<file path="src/rtl/alu_ex_stage_pkg.sv">
// Shared ALU definitions: opcodes, branch encodings, and the rules that decide
// which ALU flags are meaningful for a given opcode.
package alu_ex_stage_pkg;

  typedef enum logic [4:0] {
    ALU_ADD = 5'd0,
    ALU_SUB = 5'd1,
    ALU_AND = 5'd2,
    ALU_OR  = 5'd3,
    ALU_SLL = 5'd4,
    ALU_SRA = 5'd5
  } alu_op_e;

  typedef enum logic [1:0] {
    BR_NONE = 2'd0,
    BR_BNE  = 2'd1,
    BR_BLT  = 2'd2,
    BR_RSVD = 2'd3
  } br_type_e;

  typedef struct packed {
    logic ne;
    logic lt;
    logic ovf;
  } alu_flags_t;

  // Overflow only means something for add/sub; compare flags only for sub.
  function automatic alu_flags_t mask_flags(input logic [4:0] op, input alu_flags_t raw);
    alu_flags_t f;
    f.ovf = raw.ovf & ((op == ALU_ADD) | (op == ALU_SUB));
    f.ne  = raw.ne & (op == ALU_SUB);
    f.lt  = raw.lt & (op == ALU_SUB);
    return f;
  endfunction

  function automatic logic branch_taken(input logic [1:0] br, input alu_flags_t f);
    return ((br == BR_BNE) & f.ne) | ((br == BR_BLT) & f.lt);
  endfunction

endpackage

</file>
<file path="src/rtl/alu_ex_stage_alu.sv">
// 32-bit combinational ALU: add/sub/and/or/sll/sra with raw ne, signed lt and
// overflow flags; unknown opcodes produce zero.
module alu
  import alu_ex_stage_pkg::*;
(
  input  logic [31:0] op_a,
  input  logic [31:0] op_b,
  input  logic [4:0]  aluop,
  input  logic [4:0]  shamt,
  output logic [31:0] result,
  output logic        ne,
  output logic        lt,
  output logic        ovf
);

  logic [31:0] sum;
  logic [31:0] diff;

  always_comb begin
    sum    = op_a + op_b;
    diff   = op_a - op_b;
    result = '0;
    ovf    = 1'b0;
    case (aluop)
      ALU_ADD: begin
        result = sum;
        ovf    = (op_a[31] == op_b[31]) & (sum[31] != op_a[31]);
      end
      ALU_SUB: begin
        result = diff;
        ovf    = (op_a[31] != op_b[31]) & (diff[31] != op_a[31]);
      end
      ALU_AND: result = op_a & op_b;
      ALU_OR:  result = op_a | op_b;
      ALU_SLL: result = op_a << shamt;
      ALU_SRA: result = 32'($signed(op_a) >>> shamt);
      default: result = '0;
    endcase
    ne = (op_a != op_b);
    lt = ($signed(op_a) < $signed(op_b));
  end

endmodule

</file>
<file path="src/rtl/alu_ex_stage.sv">
// Execute stage: one ALU evaluation per accepted op, flag masking and branch
// resolution, a 2-entry skid buffer toward memory/writeback, overflow counter.
module alu_ex_stage
  import alu_ex_stage_pkg::*;
#(
  parameter int TAG_W = 5,
  parameter int CNT_W = 16
) (
  input  logic             clock,
  input  logic             reset,
  input  logic             flush,
  input  logic             in_valid,
  output logic             in_ready,
  input  logic [31:0]      in_opA,
  input  logic [31:0]      in_opB,
  input  logic [4:0]       in_aluop,
  input  logic [4:0]       in_shamt,
  input  logic [TAG_W-1:0] in_tag,
  input  logic [1:0]       in_br,
  output logic             out_valid,
  input  logic             out_ready,
  output logic [31:0]      out_result,
  output logic [TAG_W-1:0] out_tag,
  output logic             out_ne,
  output logic             out_lt,
  output logic             out_ovf,
  output logic             out_taken,
  output logic [CNT_W-1:0] ovf_count
);

  logic [31:0] alu_result;
  logic        raw_ne, raw_lt, raw_ovf;
  alu_flags_t  new_flags;
  logic        new_taken;

  alu u_alu (
    .op_a   (in_opA),
    .op_b   (in_opB),
    .aluop  (in_aluop),
    .shamt  (in_shamt),
    .result (alu_result),
    .ne     (raw_ne),
    .lt     (raw_lt),
    .ovf    (raw_ovf)
  );

  always_comb begin
    new_flags = mask_flags(in_aluop, '{ne: raw_ne, lt: raw_lt, ovf: raw_ovf});
    new_taken = branch_taken(in_br, new_flags);
  end

  logic             m_valid, s_valid;
  logic [31:0]      m_result, s_result;
  logic [TAG_W-1:0] m_tag, s_tag;
  alu_flags_t       m_flags, s_flags;
  logic             m_taken, s_taken;

  logic consume, accept, m_load_new, m_load_s, s_load;
  logic m_valid_next, s_valid_next;

  // An incoming op only lands in S when M is occupied and stays occupied.
  always_comb begin
    consume      = m_valid & out_ready;
    accept       = in_valid & ~s_valid;
    m_load_new   = accept & (~m_valid | (consume & ~s_valid));
    m_load_s     = consume & s_valid;
    s_load       = accept & ~m_load_new;
    m_valid_next = m_load_new | m_load_s | (m_valid & ~consume);
    s_valid_next = s_load | (s_valid & ~consume);
  end

  always_ff @(posedge clock) begin
    if (!reset) begin
      m_valid   <= 1'b0;
      s_valid   <= 1'b0;
      m_result  <= '0;
      m_tag     <= '0;
      m_flags   <= '0;
      m_taken   <= 1'b0;
      s_result  <= '0;
      s_tag     <= '0;
      s_flags   <= '0;
      s_taken   <= 1'b0;
      ovf_count <= '0;
    end else begin
      if (flush) begin
        m_valid <= 1'b0;
        s_valid <= 1'b0;
      end else begin
        m_valid <= m_valid_next;
        s_valid <= s_valid_next;
      end
      if (m_load_new) begin
        m_result <= alu_result;
        m_tag    <= in_tag;
        m_flags  <= new_flags;
        m_taken  <= new_taken;
      end else if (m_load_s) begin
        m_result <= s_result;
        m_tag    <= s_tag;
        m_flags  <= s_flags;
        m_taken  <= s_taken;
      end
      if (s_load) begin
        s_result <= alu_result;
        s_tag    <= in_tag;
        s_flags  <= new_flags;
        s_taken  <= new_taken;
      end
      if (consume && m_flags.ovf && (ovf_count != '1))
        ovf_count <= ovf_count + CNT_W'(1);
    end
  end

  assign in_ready   = ~s_valid;
  assign out_valid  = m_valid;
  assign out_result = m_result;
  assign out_tag    = m_tag;
  assign out_ne     = m_flags.ne;
  assign out_lt     = m_flags.lt;
  assign out_ovf    = m_flags.ovf;
  assign out_taken  = m_taken;

endmodule
</file>
<file path="config.mk">
export PLATFORM = sky130hd
export DESIGN_NAME = alu_ex_stage
export DESIGN_NICKNAME = d
export VERILOG_FILES = /design/src/rtl/alu_ex_stage_pkg.sv /design/src/rtl/alu_ex_stage_alu.sv /design/src/rtl/alu_ex_stage.sv
export SDC_FILE = /design/constraint.sdc
export NUM_CORES = 1
export LEC_CHECK = 0
export ABC_AREA = 1
export BUFFER_PORTS_ARGS = -buffer_cell sky130_fd_sc_hd__buf_2
export CAP_MARGIN = 25
export CORE_MARGIN = 3
export CORE_UTILIZATION = 40
export CTS_BUF_LIST = sky130_fd_sc_hd__clkbuf_4 sky130_fd_sc_hd__clkbuf_8
export CTS_CLUSTER_SIZE = 20
export DETAILED_ROUTE_END_ITERATION = 6
export SETUP_SLACK_MARGIN = 0.2
export SKIP_LAST_GASP = 1
export SYNTH_ARGS = -nofsm -noshare
export SYNTH_HDL_FRONTEND = slang
export SYNTH_SLANG_ARGS = --single-unit
</file>
<file path="constraint.sdc">
create_clock -name clock -period 1.7 [get_ports clock]
set_input_delay 0.085 -clock clock [delete_from_list [all_inputs] [get_ports clock]]
set_output_delay 0.085 -clock clock [all_outputs]
set_load 0.05 [all_outputs]
</file>
# Word level (Yosys, flattened, before mapping)

Index checks and enable logic that the tools add are counted.

Magnitude comparators: 1
Reductions and logical operators: 5
Eq/ne operators: 13
Muxes and demuxes: 10
Shift-type cells: 2
Add/sub/neg operators: 3
Bitwise logic cells: 28

Operators with widths:

| kind                                                                  | count |
|---|---|
| 32-bit case mux with 6 select lines                                   | 1 |
| 32-bit two-way mux                                                    | 2 |
| 32-bit adder                                                          | 1 |
| 32-bit bitwise AND                                                    | 1 |
| 32-bit less-than comparator                                           | 1 |
| 32-bit inequality test                                                | 1 |
| 32-bit bitwise OR                                                     | 1 |
| 32-bit by 5-bit left shift with 32-bit output                         | 1 |
| 32-bit by 5-bit >>> shifter with 32-bit output                        | 1 |
| 32-bit subtractor                                                     | 1 |
| 16-bit by 1-bit adder with 16-bit output, second input constant       | 1 |
| 16-bit inequality test, second input constant                         | 1 |
| 1-bit bitwise AND                                                     | 15 |
| 5-bit by 2-bit equality test with 1-bit output, second input constant | 2 |
| 5-bit by 3-bit equality test with 1-bit output, second input constant | 2 |
| 5-bit two-way mux                                                     | 2 |
| 3-bit two-way mux                                                     | 2 |
| 1-bit bitwise OR                                                      | 6 |
| 5-bit by 1-bit equality test with 1-bit output, second input constant | 1 |
| 5-bit zero test                                                       | 1 |
| 1-bit NOT                                                             | 5 |
| 1-bit inequality test                                                 | 3 |
| 2-bit by 1-bit equality test with 1-bit output, second input constant | 1 |
| 2-bit equality test, second input constant                            | 1 |
| 6 further kinds                                                       | 8 |

Flip-flop bits (word level): 100
Output and inout bits: 59
Input bits: 86
Logic and storage cells: 77

# Logic depth before layout (Yosys ltp)

Depth after elaboration: 7
Depth in mapped cells: 18
Gate-level depth less buffers: 17

# By module

A second synthesis with hierarchy kept.

Cell total of the unflattened synthesis: 2585
Area total of the unflattened synthesis: 14492.6 µm²

Modules (own cells, without submodules):

| module       | cells an instance | sequential area each (µm²) | instances | area an instance (µm²) |
|---|---|---|---|---|
| alu          | 1996              | 0.0                        | 1         | 10094.7 |
| alu_ex_stage | 589               | 2001.9                     | 1         | 4398.0 |

# Worst setup path after synthesis

OpenSTA, ideal clock, no wires.

Path kind: reg2reg
From: register ovf_count[1]
To: register ovf_count[14]
Slack: -0.350 ns
Data required time: 1.586 ns
Library setup time: 0.114 ns
Period minus slack after synthesis: 2.050 ns
Stages on the path, launching flop included: 13
Path buffers: 0
Arrival: 1.937 ns
Cells stage by stage: dfxtp_1 > ha_1 > nand4_1 > nor3_4 > nand2_2 > nand2_2 > nor2_2 > nand2_2 > nor2_2 > nand3_1 > nand2_1 > nand2_1 > nor2_1

Word-level cells in the longest chain between the ends: 2
Elaborated cells between the ends (all ways): 3
Classes of those cells: add/sub (1); eq/ne (1); reduce/logical (1)

RTL lines:

| element                                                                          | RTL line            | text |
|---|---|---|
| from (decl)                                                                      | alu_ex_stage.sv:28  | `output logic [CNT_W-1:0] ovf_count` |
| from (signal assigned)                                                           | alu_ex_stage.sv:111 | `ovf_count <= ovf_count + CNT_W'(1);` |
| branches (longest 2 deep; another with 16-bit by 1-bit adder with 16-bit output) | -                   |  |

Parallel ways; which one is timed is not known.
A chain may end at the register's enable or synchronous reset.

# Worst setup path after layout

From: register ovf_count[0]
To: register ovf_count[14]

The elaborated chain is that of the path after synthesis.

==> metrics.md <==
| Metric | Value |
|---|---|
| Total wire length | 75600 um |
| Total global routing overflow | 0 |
| Skew final | 0.0300 ns |
| Critical path launch point | ovf_count[0]$_SDFFE_PN0P_ |
| Primary FF master, synth | dfxtp_1 |
| Yosys top cell area share | 18.1% |
| Post-Layout Inst Area | 24800 um^2 |
| Mapped Cells | 2565 |
| Commonest cells post-synth | nand2_1, nand3_1, inv_1 |
| Endpoints failing hold | 0 |
| DR WL/cell | 20.4 um |
| Post-route DRC | 0 |
| Area delta synth->final | 73.8% |
| PwrDens | 436 nW/um^2 |
| Fin cells | 3701 |
| PortBufs | 144 |
| R2R depth | 12 |
| H-tree depth | 3 |
| Max clock buf depth | 2 |
| Root Driver | clkbuf_8 |
| Unrepaired setup endpoints after global routing | yes |
| Hold Startpoint | in_br[0] |
| Cell taking the most area after synthesis | nand2_1 |
| Crit Path Category | reg2reg |
| Mapped Nets | 2761 |
| Pin count of the biggest net entering global routing | 38 |
| Max Cap Violations | 0 |
| Critical Path Sink | ovf_count[14]$_SDFFE_PN0P_ |
| Register bit total from synthesis | 100 |
| Post-Syn Area | 14300 um^2 |
| Post-DP HPWL | 59500 um |
| Slowest stage cell on the critical path | dfxtp_4 |
| Setup violators final | 0 |
| First-pass GRT wire length | 109000 um |
| Top-count cell post-synth | nand2_1 |
| CP Max Fanout | 4 |
| Fin util | 71.1% |
| Cell count after placement | 3571 |
| Ys async rst share | 0% |
| Iteration-0 DRC Markers | 1934 |
| I/O Pins | 145 |
| CP Launch Type | flop |
| Critical Path End Type | flop |
| Vias in the first global route | 18683 |
| Core Area | 34900 um^2 |
| Final nets | 3437 |
| Dpl cell area | 20200 um^2 |
| Arrival @ worst endpoint | 1.99 ns |
| R2r setup slk | 0.03 ns |
| Total power | 10800 uW |
| FF-to-FF Start | ovf_count[0]$_SDFFE_PN0P_ |
| Max Clock Freq | 598 MHz |
| All-Layer GR Usage | 36.6% |
| Top post-synthesis cells by area | nand2_1, nand3_1, dfxtp_1 |
| Layout cell share with drive strength beyond 1 | 51.8% |
| CP peak stage delay | 0.38 ns |
| TritonCTS Sinks | 100 |
| P_leak | 0.0125 uW |
| Post-route clock period utilization | 98.3% |
| DR pass1 iterations | 6 |
| Slew @ Worst Pin | 0.517 ns |
| Initial Util | 40.9% |
| Total number of vias | 20354 |
| Ant diodes | 0 |
| Critical-path cell list | ha_4, nand4_1, nor3_4, nand2_2, nand2_4, nor2_4, nand2_2, nor2_4, nand3_2, nand2_1, nand2_1, nor2_1 |
| Max Slew Vio Count | 0 |
| Number of CTS-inserted buffers | 9 |
| Die H | 195 um |
| Sequential fraction of the synthesis area | 14.0% |
| Post-synth EDFFs | 0 |
| Via density | 5.50 |
| Routability cong. | 1.07 |
| DIE AREA | 38000 um^2 |
| Yosys cell types | 54 |
| Initial antenna violation count | 1 |
| Worst-Skew Late Latency | 0.43 ns |
| Worst VDD drop | 0.529 mV |
| Tmin final | 1.67 ns |
| CP Data Required Time | 2.02 ns |
| CTS clk-pin slew, worst paths | 0.12 ns |
| Antenna viol nets, final | 0 |
| Die width | 195 um |
| Synth warn | 0 |
| Avg Inst Size Synth | 5.56 um^2 |
| Row count | 68 |
| R2r endpoint | ovf_count[14]$_SDFFE_PN0P_ |
| Slew headroom | 65.2% |
| CTS tree | yes |
| Outcome | finished clean |
| Worst hold path type | in2reg |
-- through the flow --
step / worst slack, ns / TNS [ns] / hold slack [ns]
finish: 0.0282 / 0 / 0.0753
global route: -0.0810 / -0.324 / 0.0891
CTS: 0.0680 / 0 / 0.0731
detailed placement: -0.522 / -28.75 / 0.263
global placement: -0.538 / -26.99 / 0.262
floorplan: 0.0156 / 0 / 0.157
-- state kept, by name (all words and copies together) (netlist names) --
signal / cells
out_lt: 1
out_valid: 1
out_ne: 1
s_flags: 3
s_tag: 5
out_tag: 5
out_result: 32
out_taken: 1
s_taken: 1
out_ovf: 1
s_valid: 1
s_result: 32
ovf_count: 16
-- report_power, final --
group | total [uW] | internal [uW] | switching (uW)
logic | 6660 | 2810 | 3850
clock network | 1720 | 606 | 1120
registers | 2420 | 2380 | 35.0
total | 10800 | 5800 | 5000
-- cell families (layout without fill, tap and decap cells) --
kind of cell               count (synthesis)  after routing  share of synthesized area [%]
adders and majority gates                110            110                           9.75
xor gates and xnor gates                   4              4                          0.246
DFF                                      100            100                           14.0
buffers and inverters                    522           1203                           15.3
AOI/OAI and AO/OA                        360            360                           14.3
muxes                                      1              1                          0.158
and+or+nand+nor                         1468           1468                           46.3
-- area by class of cell --
cell class / count / area [um^2]
repair buffers: 784 / 6610
repair inverters: 2 / 25.0
inverters: 401 / 1650
clock inverters: 7 / 88.8
fillers: 2997 / 10100
flip-flops and latches: 100 / 2050
well taps: 455 / 569
clock buffers: 9 / 124
multi-input cells: 1943 / 13700
-- repair_timing --
item / 4_1_cts / 5_1_grt
gates cloned: 3 / 2
hold buffers: 6 / 0
endpoints found under the hold margin: 12 / 0
gates resized for setup: 353 / 586
setup buffers: 40 / 63
endpoints found under the setup margin: 85 / 88
pin swaps: 130 / 253
-- cell usage in the layout (no fill, tap or decap), types with 8 or more instances in the layout --
cell	netlist	final
a21oi_1	145	78
a21oi_2	9	60
a21oi_4	2	18
a22o_1	10	10
buf_12	1	40
buf_2	62	96
buf_4	8	544
buf_6	10	78
buf_8	1	14
clkbuf_8	0	9
dfxtp_1	100	81
dfxtp_2	0	9
dfxtp_4	0	10
ha_1	108	62
ha_2	0	12
ha_4	0	34
inv_1	378	267
inv_2	19	99
inv_4	0	22
nand2_1	688	449
nand2_2	40	203
nand2_4	5	78
nand3_1	438	295
nand3_2	15	135
nand3_4	0	23
nand3b_1	11	11
nand4_1	19	19
nor2_1	185	104
nor2_2	21	37
nor2_4	3	68
nor3_4	1	11
o211ai_1	9	9
o21ai_0	83	39
o21ai_1	42	65
o21ai_2	1	19
o21bai_1	10	8
o22ai_1	31	27
-- worst min path at each step --
stage                                      end  slack (ns)  cells past startpoint
final                     s_taken$_SDFFE_PN0P_        0.08                      5
after global routing      s_taken$_SDFFE_PN0P_        0.09                      5
after CTS                 s_taken$_SDFFE_PN0P_        0.07                      5
after detailed placement    s_valid$_SDFF_PP0_        0.26                      2
after global placement      s_valid$_SDFF_PP0_        0.26                      2
after floorplan             s_valid$_SDFF_PP0_        0.16                      1
-- critical path: cells and delay by family (launching register included) --
family / cells / cell delay (ns)
simple gates: 11 / 1.08
flops: 1 / 0.38
fa+ha+maj: 1 / 0.13
-- layer usage --
| metal | GRT usage (%) | up-vias | share of wire, % |
|---|---|---|---|
| met4 | 13.3 | 0 | 5.3 |
| li1 | - | 9629 | - |
| met1 | 48.6 | 9576 | 41 |
| met5 | 0 | - | 0 |
| met3 | 5.79 | 213 | 8.3 |
| met2 | 60.1 | 936 | 45 |
Power figures use the tool's default switching activity.
